File: src/rtl/divider_array_reconstructor_seq.sv
// Rebuilds a dividend from a divider result (q*d + r) with a shift-add multiplier,
// then scores it against the reference dividend and counts mismatches.
module divider_array_reconstructor_seq #(
    parameter int W     = 8,
    parameter int CNT_W = 16
) (
    input  logic             clk,
    input  logic             rst_n,
    input  logic             in_valid,
    output logic             in_ready,
    input  logic [W-1:0]     q,
    input  logic [W-1:0]     r,
    input  logic [W-1:0]     d,
    input  logic [2*W-1:0]   n_ref,
    output logic             out_valid,
    input  logic             out_ready,
    output logic [2*W-1:0]   n_rec,
    output logic [2*W-1:0]   err,
    output logic             mismatch,
    output logic             dz,
    output logic [CNT_W-1:0] mism_cnt,
    input  logic             cnt_clr
);

    typedef enum logic [1:0] {
        S_IDLE,
        S_MUL,
        S_FIN,
        S_DONE
    } state_t;

    localparam int            IW       = (W > 1) ? $clog2(W) : 1;
    localparam logic [IW-1:0] LAST_IDX = IW'(W - 1);

    state_t           r_state;
    state_t           w_state_next;

    logic [W-1:0]     r_q;
    logic [W-1:0]     r_d;
    logic [2*W-1:0]   r_nref;
    logic [2*W-1:0]   r_acc;
    logic [IW-1:0]    r_idx;
    logic [2*W-1:0]   r_n_rec;
    logic [2*W-1:0]   r_err;
    logic             r_mismatch;
    logic             r_dz;
    logic [CNT_W-1:0] r_cnt;

    logic             w_accept;
    logic             w_fin;
    logic [2*W-1:0]   w_partial;
    logic [2*W-1:0]   w_acc_next;
    logic [2*W-1:0]   w_err;
    logic             w_mism;

    // NOTE: sequential state uses non-blocking assignments so every register
    // samples pre-edge values, independent of process ordering.
    always_ff @(posedge clk or negedge rst_n) begin
        if (!rst_n) begin
            r_state <= S_IDLE;
        end else begin
            r_state <= w_state_next;
        end
    end

    // NOTE: defaulting every combinational output first prevents latch inference
    // on paths the case statement does not cover.
    always_comb begin
        w_state_next = r_state;
        case (r_state)
            S_IDLE: if (in_valid)            w_state_next = S_MUL;
            S_MUL:  if (r_idx == LAST_IDX)   w_state_next = S_FIN;
            S_FIN:                           w_state_next = S_DONE;
            S_DONE: if (out_ready)           w_state_next = S_IDLE;
            default:                         w_state_next = S_IDLE;
        endcase
    end

    always_comb begin
        in_ready  = 1'b0;
        out_valid = 1'b0;
        case (r_state)
            S_IDLE:  in_ready  = 1'b1;
            S_DONE:  out_valid = 1'b1;
            default: ;
        endcase
    end

    assign w_accept = in_valid && (r_state == S_IDLE);
    assign w_fin    = (r_state == S_FIN);

    // Partial product for bit i, formed in 2W bits; the product plus r never exceeds 2W bits.
    assign w_partial  = r_q[r_idx] ? ({{W{1'b0}}, r_d} << r_idx) : '0;
    assign w_acc_next = r_acc + w_partial;

    assign w_err  = (r_nref >= r_acc) ? (r_nref - r_acc) : (r_acc - r_nref);
    assign w_mism = (w_err != '0);

    // NOTE: every datapath register is reset, so an aborted request leaves no
    // stale operands or results behind.
    always_ff @(posedge clk or negedge rst_n) begin
        if (!rst_n) begin
            r_q        <= '0;
            r_d        <= '0;
            r_nref     <= '0;
            r_acc      <= '0;
            r_idx      <= '0;
            r_n_rec    <= '0;
            r_err      <= '0;
            r_mismatch <= 1'b0;
            r_dz       <= 1'b0;
        end else begin
            if (w_accept) begin
                r_q    <= q;
                r_d    <= d;
                r_nref <= n_ref;
                r_acc  <= {{W{1'b0}}, r};
                r_dz   <= (d == '0);
                r_idx  <= '0;
            end
            if (r_state == S_MUL) begin
                r_acc <= w_acc_next;
                r_idx <= r_idx + IW'(1);
            end
            if (w_fin) begin
                r_n_rec    <= r_acc;
                r_err      <= w_err;
                r_mismatch <= w_mism;
            end
        end
    end

    // Clear has priority over a same-edge increment; the count sticks at all-ones.
    always_ff @(posedge clk or negedge rst_n) begin
        if (!rst_n) begin
            r_cnt <= '0;
        end else if (cnt_clr) begin
            r_cnt <= '0;
        end else if (w_fin && w_mism && !(&r_cnt)) begin
            r_cnt <= r_cnt + CNT_W'(1);
        end
    end

    assign n_rec    = r_n_rec;
    assign err      = r_err;
    assign mismatch = r_mismatch;
    assign dz       = r_dz;
    assign mism_cnt = r_cnt;

endmodule

File: config.mk
export PLATFORM = sky130hd
export DESIGN_NAME = divider_array_reconstructor_seq
export DESIGN_NICKNAME = d
export VERILOG_FILES = /design/src/rtl/divider_array_reconstructor_seq.sv
export SDC_FILE = /design/constraint.sdc
export NUM_CORES = 1
export LEC_CHECK = 0
export BUFFER_PORTS_ARGS = -buffer_cell sky130_fd_sc_hd__clkbuf_2
export CORE_MARGIN = 2
export CORE_UTILIZATION = 43
export CTS_CLUSTER_SIZE = 40
export DETAILED_ROUTE_END_ITERATION = 10
export GPL_TIMING_DRIVEN = 0
export MAX_ROUTING_LAYER = met4
export PLACE_DENSITY = 0.69
export REMOVE_ABC_BUFFERS = 1
export SYNTH_ARGS = -nofsm -noshare
export SYNTH_HDL_FRONTEND = slang
export SYNTH_SLANG_ARGS = --single-unit
File: constraint.sdc
create_clock -name clk -period 6.7 [get_ports clk]
set_clock_uncertainty 0.15 [all_clocks]
set_input_delay 0.67 -clock clk [delete_from_list [all_inputs] [get_ports clk]]
set_output_delay 0.67 -clock clk [all_outputs]
set_load 0.05 [all_outputs]
==> Word level (Yosys, flattened, before mapping) <==
Cells that the tools add are included.
{ "op_classes": {"mux": 16, "mul": 0, "n_reduce_logical": 11, "n_addsub": 5, "n_bitwise": 0, "shifts": 1, "n_eq_ne": 7, "div_mod_pow": 0, "order_cmp": 2} }
{ "ops": {"columns": ["op", "n"], "rows": [
  ["$mux W16", 6],
  ["$sub A16 B16 Y16", 2],
  ["$add A16 B1 Y16 const B", 1],
  ["$add A16 B16 Y16", 1],
  ["$ge A16 B16 Y1", 1],
  ["$reduce_and A16 Y1", 1],
  ["$reduce_bool A16 Y1", 1],
  ["$shl A8 B3 Y16", 1],
  ["$logic_not A8 Y1", 1],
  ["$pmux W2 S4", 1],
  ["$mux W2", 3],
  ["$mux W3", 2],
  ["$ne A2 B2 Y1 const B", 3],
  ["$eq A2 B2 Y1 const B", 2],
  ["$lt A3 B4 Y1 const B", 1],
  ["$reduce_bool A2 Y1", 2],
  ["$add A3 B1 Y3 const B", 1],
  ["$bmux W1 S3", 1],
  ["$eq A3 B3 Y1 const B", 1],
  ["$logic_and A1 B1 Y1", 3],
  ["$mux W1", 3],
  ["$reduce_and A3 Y1", 1],
  ["$eq A2 B1 Y1 const B", 1],
  ["$logic_not A2 Y1", 1],
  ["$logic_not A1 Y1", 1]
]} }
{ "totals": {"wordCells": 53, "mem_count": 0, "rom_bits": 0, "latch_bits": 0, "register_bits": 103, "in_bits": 45, "ram_bits": 0} }

==> Logic depth before layout (Yosys ltp) <==
Gate-level depths: netlist of the first run.
{ "logic_depth": {"word_depth": 7, "ltp_mapped": 18, "mapped_depth_nobuf": 17} }

==> Worst setup path after synthesis of the first run <==
Ideal clock, no wire load.
{ "synth_timing": {"kind": "flip-flop to flip-flop", "from": "register r_idx[1]", "to": "register r_acc[15]", "path_buffers": 1, "setup_ns": 0.121, "path_stages_with_launch": 18, "synth_period_minus_slack_ns": 3.727, "t_arrival_ns": 3.456, "setup_slack_ns": 2.973, "path_cell_list": "dfrtp_1 clkbuf_1 mux4_2 nand2_1 or3_1 inv_1 ha_1 a21o_1 a21oi_1 o21ai_0 a211oi_1 o31ai_1 o41a_1 nand4_1 nand4b_1 a21oi_1 xnor2_1 a22o_1"} }
{ "synth_via": {"elab_chain_len": 5, "word_cells_on_any_way": 6, "cone_classes": "1 x add/sub; 1 x shift; 4 x mux"} }
{ "synth_lines": {"columns": ["item", "line_no", "text"], "rows": [
  ["start: declaration", "42", "logic [IW-1:0] r_idx;"],
  ["start signal: assignment", "123", "r_idx <= r_idx + IW'(1);"],
  ["$bmux W1 S3", "93", "assign w_partial = r_q[r_idx] ? ({{W{1'b0}}, r_d} << r_idx) : '0;"],
  ["$mux W1 (not written as such)", "93", null],
  ["$mux W16 (*)", "93", null],
  ["$add A16 B16 Y16 (*)", "94", "assign w_acc_next = r_acc + w_partial;"],
  ["$mux W16 (*)", "121", "if (r_state == S_MUL) begin"],
  ["end signal: assignment", "117", "r_acc <= {{W{1'b0}}, r};"],
  ["end signal: assignment", "122", "r_acc <= w_acc_next;"],
  ["end: declaration", "41", "logic [2*W-1:0] r_acc;"]
]} }
Mark *: on every way between the ends. The rest lies on a longest branch, timed or not. The select of a mux whose other input is x is not followed.
A chain may end at the register's enable or synchronous reset.

==> Worst setup path in the final report of the first run <==
{ "layout_timing": {"from": "register r_acc[11]", "to": "register r_cnt[13], in the netlist mism_cnt[13]"} }
{ "layout_via": {"elab_chain_len": 6, "word_cells_on_any_way": 8, "cone_classes": "2 x add/sub; 1 x order compare; 1 x mux; 4 x reduce/logical"} }
{ "layout_lines": {"columns": ["item", "line_no", "text"], "rows": [
  ["$sub A16 B16 Y16 / $ge A16 B16 Y1 (equally long branches)", "96", "assign w_err = (r_nref >= r_acc) ? (r_nref - r_acc) : (r_acc - r_nref);"],
  ["$mux W16 (*)", "96", null],
  ["$reduce_bool A16 Y1 (*)", "97", "assign w_mism = (w_err != '0);"],
  ["$logic_and A1 B1 Y1 (*) (2 in series)", "139", "end else if (w_fin && w_mism && !(&r_cnt)) begin"],
  ["$reduce_bool A2 Y1 (no line) (*)", null, null],
  ["end signal: assignment", "140", "r_cnt <= r_cnt + CNT_W'(1);"],
  ["end: declaration", "47", "logic [CNT_W-1:0] r_cnt;"]
]} }
Mark *: on every way between the ends. The rest lies on a longest branch, timed or not.

==> results of run 1 <==
state kept, by name, summed over array words and instances (netlist names):
| signal | count |
|---|---|
| err | 16 |
| r_acc | 16 |
| r_q | 8 |
| n_rec | 16 |
| mism_cnt | 16 |
| dz | 1 |
| mismatch | 1 |
| r_idx | 3 |
| r_state | 2 |
| r_nref | 16 |
| r_d | 8 |
stage by stage:
step | utilization (%) | area, um2 | worst slack [ns]
detailed placement | 48.1 | 7610 | 2.30
global route | 49.8 | 7890 | 1.94
global placement | 47.7 | 7550 | 2.34
CTS | 49.8 | 7890 | 2.28
floorplan | - | 6800 | 2.87
finish | 49.8 | 7890 | 2.28
cells in the mapped netlist (all sizes together) (2+ instances only):
| library cell | number |
|---|---|
| clkbuf | 22 |
| and4 | 2 |
| mux4 | 2 |
| inv | 51 |
| nand4 | 7 |
| and3 | 10 |
| dfrtp | 103 |
| a31oi | 5 |
| nand3 | 26 |
| or4 | 4 |
| mux2 | 68 |
| xor2 | 7 |
| ha | 53 |
| and2 | 4 |
| o21bai | 4 |
| nor2b | 17 |
| a211oi | 10 |
| o21a | 3 |
| a21o | 10 |
| buf | 11 |
| nor2 | 57 |
| nand2b | 2 |
| nand2 | 47 |
| a31o | 3 |
| nand3b | 2 |
| or3 | 6 |
| o2111ai | 5 |
| mux2i | 18 |
| a22o | 4 |
| xnor2 | 13 |
| o21ai | 40 |
| a21oi | 58 |
| o22ai | 3 |
| o31ai | 8 |
| fa | 3 |
| nor3 | 15 |
| nor4 | 6 |
| o211ai | 4 |
worst max path at each step:
stage / from / end / cells after the start
detailed placement: r_acc[11] / mism_cnt[3] / 11
floorplan: r_idx[0] / r_acc[15] / 16
CTS: r_acc[11] / mism_cnt[3] / 11
global route: r_acc[11] / mism_cnt[13] / 11
global placement: r_acc[11] / mism_cnt[3] / 11
finish: r_acc[11] / mism_cnt[13] / 11
area by class of cell:
cell class              instances  area (um2)
clock buffers                  11         243
fillers                      1476        7940
flip-flops and latches        103        2580
well taps                     216         270
inverters                      51         191
clock inverters                 5        38.8
multi-input cells             540        4030
repair buffers                 98         537
per-layer routing:
| metal | share of wire, % | routed length, um | up-vias |
|---|---|---|---|
| li1 | - | - | 2749 |
| met1 | 48 | 7240 | 2608 |
| met2 | 47 | 7030 | 87 |
| met3 | 3.7 | 548 | 11 |
| met4 | 1.1 | 160 | 0 |
| met5 | 0 | 0 | - |
cell usage in the layout (no fill, tap or decap), types with 4 or more instances in the layout:
cell,synthesis,routed
o21ai_0,38,38
nor2b_1,17,17
inv_1,51,51
or3_1,6,6
xor2_1,7,7
ha_1,53,52
a211oi_1,8,8
a21o_1,10,10
a21oi_1,58,58
dfrtp_1,103,103
o31ai_1,7,7
xnor2_1,13,13
mux2_2,59,59
or4_1,4,4
and3_1,9,9
nand2_1,46,45
mux2_1,6,6
clkbuf_2,0,95
nand3_1,26,26
nand4_1,7,7
nor3_1,15,15
nor4_1,5,5
o2111ai_1,4,4
nor2_1,57,57
a22o_1,4,4
a31oi_1,5,5
clkbuf_16,0,9
mux2i_1,18,18
o211ai_1,4,4
logic make-up (layout without fill, tap and decap cells):
group | after synthesis | in the layout
multiplexers | 88 | 88
XOR/XNOR | 20 | 20
AND/OR/NAND/NOR | 209 | 209
flip-flops | 103 | 103
adder cells (fa/ha/maj) | 56 | 56
buffers and inverters | 84 | 165
AO/OA/AOI/OAI | 167 | 167
==> flow_summary.toml, run 1 <==
[setup_path]
crit_chain = "ha_1 -> a21oi_1 -> o31ai_1 -> a31oi_1 -> nor2_1 -> o31ai_2 -> xor2_1 -> nor3_1 -> and4b_4 -> nor4_1 -> mux2_2"
rrSetupSlack_ns = 2.28
arrival_ns = 4.52
critical-path-slowest-cell = "a31oi_1"
worst-path-max-fanout = 23
path_buf_inv = 0
critical_path_required_ns = 6.80
slowest_delay_ns = 0.87
reg2reg_to = "mism_cnt[13]"
worst_r2r_path_depth = 11
endpoint_kind = "flop"
path_class = "reg2reg"
crit_family = "compound AO/OA/AOI/OAI gates"
critical_path.startpoint_type = "flop"
r2r-start = "r_acc[11]"

[grt]
grt_max_degree = 104
antenna_found_initial = 0
grt_use_total_pct = 18.4
grt_util_met3_pct = 3.51
grt_pass1_wl_um = 25400
busiest_layer = "met2"
grt.met2_usage_pct = 29.9
grt_overflow = 0
grtUsageMet1_pct = 23.9
grt_pass1_vias = 5211

[yosys]
ys_types = 68
ys_seq_area_share_pct = 37.1
yosysTopAreaCellShare_pct = 37.1
yosys.area_share.simple_pct = 14.9
postSynthCellCount = 727
synth_top_family_by_area = "compound AO/OA/AOI/OAI gates"
synthTopCellsByArea = "dfrtp_1 37%, mux2_2 9.6%, ha_1 9.5%, a21oi_1 4.2%, nor2_1 3.1%"
synth_fa_ha_area_share_pct = 10.4
yosysWarnings = 0
synthMuxAreaShare_pct = 14.4
synth_edf_count = 0
synth_flop_cell = "dfrtp_1"
synth_seq_cells = 103
synth-xor-area-share_pct = 2.52
yosys.area.top_type = "dfrtp_1"
syn-cell-area_um2 = 6950
synth_compound_area_share_pct = 15.7
asyncSetResetFlopFracSynth_pct = 100
synth_area_per_cell_um2 = 9.56

[final_layout]
n_antenna_cell = 0
fin_nets = 904
stdcell_count = 1024
layout-drive-gt1-share_pct = 24.1
area_growth_pct = 13.5

[place]
hpwl_um = 11300
gp_congestion = 0.894
dp_cells = 1008
port_buffers = 96

[routing]
drt_wl_total_um = 15000
drt-pass1-iter-count = 5
drt_iter0_drc = 247
drc = 0
vias = 5455
viasPerCell = 5.33
ant_nets = 0
avgRoutedWirePerCell_um = 14.6

[clocking]
clock_sinks = 103
ctsResizeCount = 0
cts_root_buffer = "clkbuf_16"
htreeDepth = 3
insertion_delay_ns = 0.36
cts_buffers = 9
cts_setup_buffers = 0
cts.clk_slew.worst_paths_ns = 0.07
cts_tree = "done"
ctsHoldBuffers = 0
clockBufferDepth = 2

[timing]
rsz0062_at_grt = "false"
slew_headroom_pct = 28.3
max_freq_ghz = 0.226
setup_viol = 0
timing.final.hold_violations = 0
tns_ns = 0
period_share_pct = 66.0
period_needed_ns = 4.42
fin_hold_ws_ns = 0.225
slew_violations = 0
tightest_slew_ns = 1.08

[die]
num_rows = 46
core_um2 = 15800
die_area_um2 = 17200
fp.dieW_um = 131
initial_core_util_pct = 43.9
die_h_um = 131
io_pins = 97

[status]
status = "finished clean"

[min_path]
hold_class = "in2async"

[flow_run]
cap_viol_max_count = 0
Power of run 1 is not shown: default switching activity piles up to over one toggle a cycle in this logic, so the estimate is an artifact.
==> run 2: changes to the inputs <==
Settings changed: PLACE_DENSITY 0.69 to 0.71.
Clock period 6.7 ns to 3.78 ns, I/O delays scaled along.
==> flow_summary.toml, run 2 (synthesis results as in run 1) <==
[setup_path]
slowest_delay_ns = 0.45
worst_r2r_path_depth = 12
reg2reg_to = "mism_cnt[8]"
cp-startpoint = "r_acc[4]"
r2r-start = "r_acc[4]"
crit_chain = "ha_2 -> a21o_1 -> a21o_1 -> a221oi_4 -> o21bai_2 -> or4_1 -> o2111ai_2 -> o2111ai_2 -> nor4_4 -> and4b_2 -> nor3_1 -> mux2_4"
worst-path-max-fanout = 9
path_class = "reg2reg"
critical-path-slowest-cell = "dfrtp_2"
crit_path_end = "mism_cnt[8]"
critical_path_required_ns = 3.88
endpoint_kind = "flop"
critical_path.startpoint_type = "flop"
arrival_ns = 3.89
rrSetupSlack_ns = -0.01

[grt]
grt_max_degree = 104
grt_pass1_wl_um = 26600
grt_overflow = 0
antenna_found_initial = 0
grt_use_total_pct = 19.4
grt_pass1_vias = 5324

[routing]
ant_nets = 0
drt_wl_total_um = 16400
drt-pass1-iter-count = 5
drc = 0
avgRoutedWirePerCell_um = 15.5
vias = 5745
drt_iter0_drc = 259
viasPerCell = 5.41

[status]
status = "finished with violations"
violations = "negative hold slack, negative setup slack"

[timing]
period_share_pct = 100
tightest_slew_ns = 1.15
max_freq_ghz = 0.264
fin_ws_ns = -0.0137
setup_viol = 4
fin_hold_ws_ns = -0.0253
period_needed_ns = 3.79
rsz0062_at_grt = "true"
timing.final.hold_violations = 33
slew_headroom_pct = 23.1
slew_violations = 0

[clocking]
htreeDepth = 3
clock_sinks = 103
cts_root_buffer = "clkbuf_16"
insertion_delay_ns = 0.36
cts_buffers = 9
clockBufferDepth = 2
cts.clk_slew.worst_paths_ns = 0.08
cts_tree = "done"

[die]
die_area_um2 = 17200
io_pins = 97
initial_core_util_pct = 43.9
fp.dieW_um = 131
core_um2 = 15800
num_rows = 46
die_h_um = 131

[final_layout]
fillers = 1391
stdcell_count = 1062
layout_commonest_cell = "clkbuf_2"
area_growth_pct = 23.9
n_antenna_cell = 0
multiInputGateArea_um2 = 4430
layout_common_cells = "95 x clkbuf_2, 93 x dfrtp_1, 59 x mux2_2"
fin_nets = 942
layout-drive-gt1-share_pct = 35.8
seqCellArea_um2 = 2590
utilization_pct = 54.4

[flow_run]
cap_viol_max_count = 0

[place]
dp_cells = 1008
place_ws_ns = -0.580
hpwl_um = 11400
gp_congestion = 0.897
port_buffers = 96

[min_path]
hold_class = "in2async"
-- run 2: cell types whose count changed in the layout (fill, tap and decap cells not counted), moves of 4 or more --
cell / delta
o21ai_0: -9
a21oi_2: +10
dfrtp_1: -10
nand2_1: -4
a21oi_1: -11
ha_2: +9
buf_4: +29
ha_1: -11
buf_6: +4
dfrtp_2: +9
o21ai_1: +8
-- run 2: final cells by class --
cell class,instances,share of cell area (%)
Timing Repair Buffer,133,9.57
Tap cell,216,3.14
Clock inverter,5,0.741
Multi-Input combinational cell,543,51.4
Inverter,51,2.22
Clock buffer,11,2.82
Sequential cell,103,30.1
-- run 2: worst min-delay path by stage --
stage | start | end | cells past startpoint
2_1_floorplan | rst_n | dz | 0
3_3_place_gp | err[5] | err[5] | 2
3_5_place_dp | err[5] | err[5] | 2
4_1_cts | rst_n | err[0] | 1
5_1_grt | rst_n | err[14] | 1
6_report | rst_n | err[0] | 1
-- run 2: what timing repair did --
action | 4_1_cts | 5_1_grt
hold buffers | 0 | 0
endpoints found under the setup margin | 25 | 22
gates resized for setup | 46 | 55
setup buffers | 16 | 19
hold endpoints to repair | 0 | 0
pin swaps | 15 | 33
cloned | 3 | 0
-- run 2: metal layers --
layer | vias up | global-route usage [%] | wire length (um)
li1 | 2843 | - | -
met1 | 2726 | 24.7 | 7260
met2 | 154 | 31.8 | 8130
met3 | 22 | 3.82 | 712
met4 | 0 | 5.37 | 309
met5 | - | - | 0
-- run 2: worst max-delay path, delay by kind of cell, from the launching register on --
family                     cells  cell delay, ns
muxes                          1            0.30
adders and majority gates      1            0.36
and+or+nand+nor                4            1.23
DFF                            1            0.45
AOI/OAI and AO/OA              6            1.20
-- run 2: metrics by stage --
| step | instance area [um2] | TNS, ns |
|---|---|---|
| after floorplan | 6800 | -0.0942 |
| after global placement | 7550 | -9.98 |
| after detailed placement | 7610 | -10.43 |
| after CTS | 8270 | 0 |
| after global routing | 8610 | -1.90 |
| final | 8610 | -0.0333 |
Power of run 2 is left out for the same reason.
==> run 3: changes to the inputs <==
Settings changed: RECOVER_POWER from default to 25.
==> flow_summary.toml, run 3 (synthesis results as in run 1) <==
[status]
status = "finished with violations"
violations = "max-capacitance violations, max-slew violations, negative setup slack"

[setup_path]
critical-path-slowest-cell = "dfrtp_2"
arrival_ns = 3.89
worst-path-max-fanout = 9
critical_path.startpoint_type = "flop"
path_buf_inv = 0
crit_chain = "ha_2 -> a21o_1 -> a21o_1 -> a221oi_4 -> o21bai_2 -> or4_1 -> o2111ai_2 -> o2111ai_2 -> nor4_4 -> and4b_2 -> nor3_1 -> mux2_4"
crit_family = "simple AND/OR/NAND/NOR gates"
endpoint_kind = "flop"
slowest_delay_ns = 0.45
critical_path_required_ns = 3.88
path_class = "reg2reg"

[clocking]
clockBufferDepth = 2
cts_tree = "done"
htreeDepth = 3
insertion_delay_ns = 0.36
clock_sinks = 103
cts.clk_slew.worst_paths_ns = 0.08
cts_buffers = 9
ctsHoldBuffers = 0
cts_root_buffer = "clkbuf_16"

[final_layout]
area_growth_pct = 23.8
layout-drive-gt1-share_pct = 35.8
layout_common_cells = "96 x clkbuf_2, 93 x dfrtp_1, 59 x mux2_2"
fin_nets = 942
fillers = 1394
multiInputGateArea_um2 = 4430
layout_commonest_cell = "clkbuf_2"
seqCellArea_um2 = 2590
n_antenna_cell = 0

[grt]
grt_pass1_wl_um = 26600
grt_max_degree = 104
antenna_found_initial = 0
grt_overflow = 0
grt_use_total_pct = 19.4
grt_pass1_vias = 5324

[die]
initial_core_util_pct = 43.9
num_rows = 46
core_um2 = 15800
die_h_um = 131
die_area_um2 = 17200
fp.dieW_um = 131
io_pins = 97

[routing]
viasPerCell = 5.40
drt_wl_total_um = 16400
drt-pass1-iter-count = 5
drt_iter0_drc = 259
drc = 0
avgRoutedWirePerCell_um = 15.4
ant_nets = 0
vias = 5738

[place]
port_buffers = 96
gp_congestion = 0.897
hpwl_um = 11400

[timing]
period_share_pct = 100
timing.final.hold_violations = 0
tightest_slew_ns = 2.54
slew_headroom_pct = -69.3
slew_violations = 104
setup_viol = 4
tns_ns = -0.0340
rsz0062_at_grt = "true"
period_needed_ns = 3.79
fin_ws_ns = -0.0138
max_freq_ghz = 0.264

[flow_run]
cap_viol_max_count = 1

[min_path]
hold_class = "in2reg"
==> run 3: changes by cell type in the layout (fill, tap and decap cells not counted) <==
cell	previous run	this run
clkbuf_8	2	1
clkbuf_2	95	96
==> run 3: layer usage <==
layer,track usage [%],share of wire (%),vias up
met5,-,0,-
met4,5.37,1.9,0
met3,3.82,4.3,22
met2,31.8,50,145
met1,24.7,44,2729
li1,-,-,2842
==> run 3: final timing paths <==
| kind | start | endpoint | slack (ns) | cells after the start |
|---|---|---|---|---|
| hold / removal | q[6] | r_q[6] | 0.1 | 2 |
| max in group asynchronous | rst_n | r_idx[1] | 1.01 | 1 |
| min in group asynchronous | rst_n | err[0] | 0.66 | 1 |
| hold reg to reg | mismatch | mismatch | 0.34 | 2 |
| setup / recovery | r_acc[4] | mism_cnt[8] | -0.01 | 12 |
| setup reg to reg | r_acc[4] | mism_cnt[8] | -0.01 | 12 |
==> run 3: repair_timing <==
item | in CTS | in global routing
gates cloned | 3 | 0
endpoints found under the hold margin | 0 | 0
setup buffers | 16 | 19
pin swaps | 15 | 33
resized for setup | 46 | 55
endpoints found under the setup margin | 25 | 22
==> run 3: per-stage QoR <==
step | util (%) | instances | hold WS (ns) | cell area [um2] | setup WS, ns
finish | 54.4 | 1062 | 0.0976 | 8600 | -0.0138
CTS | 52.3 | 1043 | 0.00585 | 8270 | 0.00357
global placement | 47.7 | 1006 | 0.315 | 7550 | -0.572
floorplan | - | 694 | -0.0676 | 6800 | -0.0519
global route | 54.4 | 1062 | 0.0922 | 8600 | -0.144
detailed placement | 48.1 | 1008 | 0.322 | 7610 | -0.580
==> run 3: layout make-up <==
| type | count | share of cell area, % |
|---|---|---|
| inverters | 51 | 2.23 |
| repair buffers | 133 | 9.48 |
| clock inverters | 5 | 0.742 |
| clock buffers | 11 | 2.82 |
| multi-input cells | 543 | 51.5 |
| flip-flops and latches | 103 | 30.1 |
| well taps | 216 | 3.14 |
Power of run 3 is left out for the same reason.
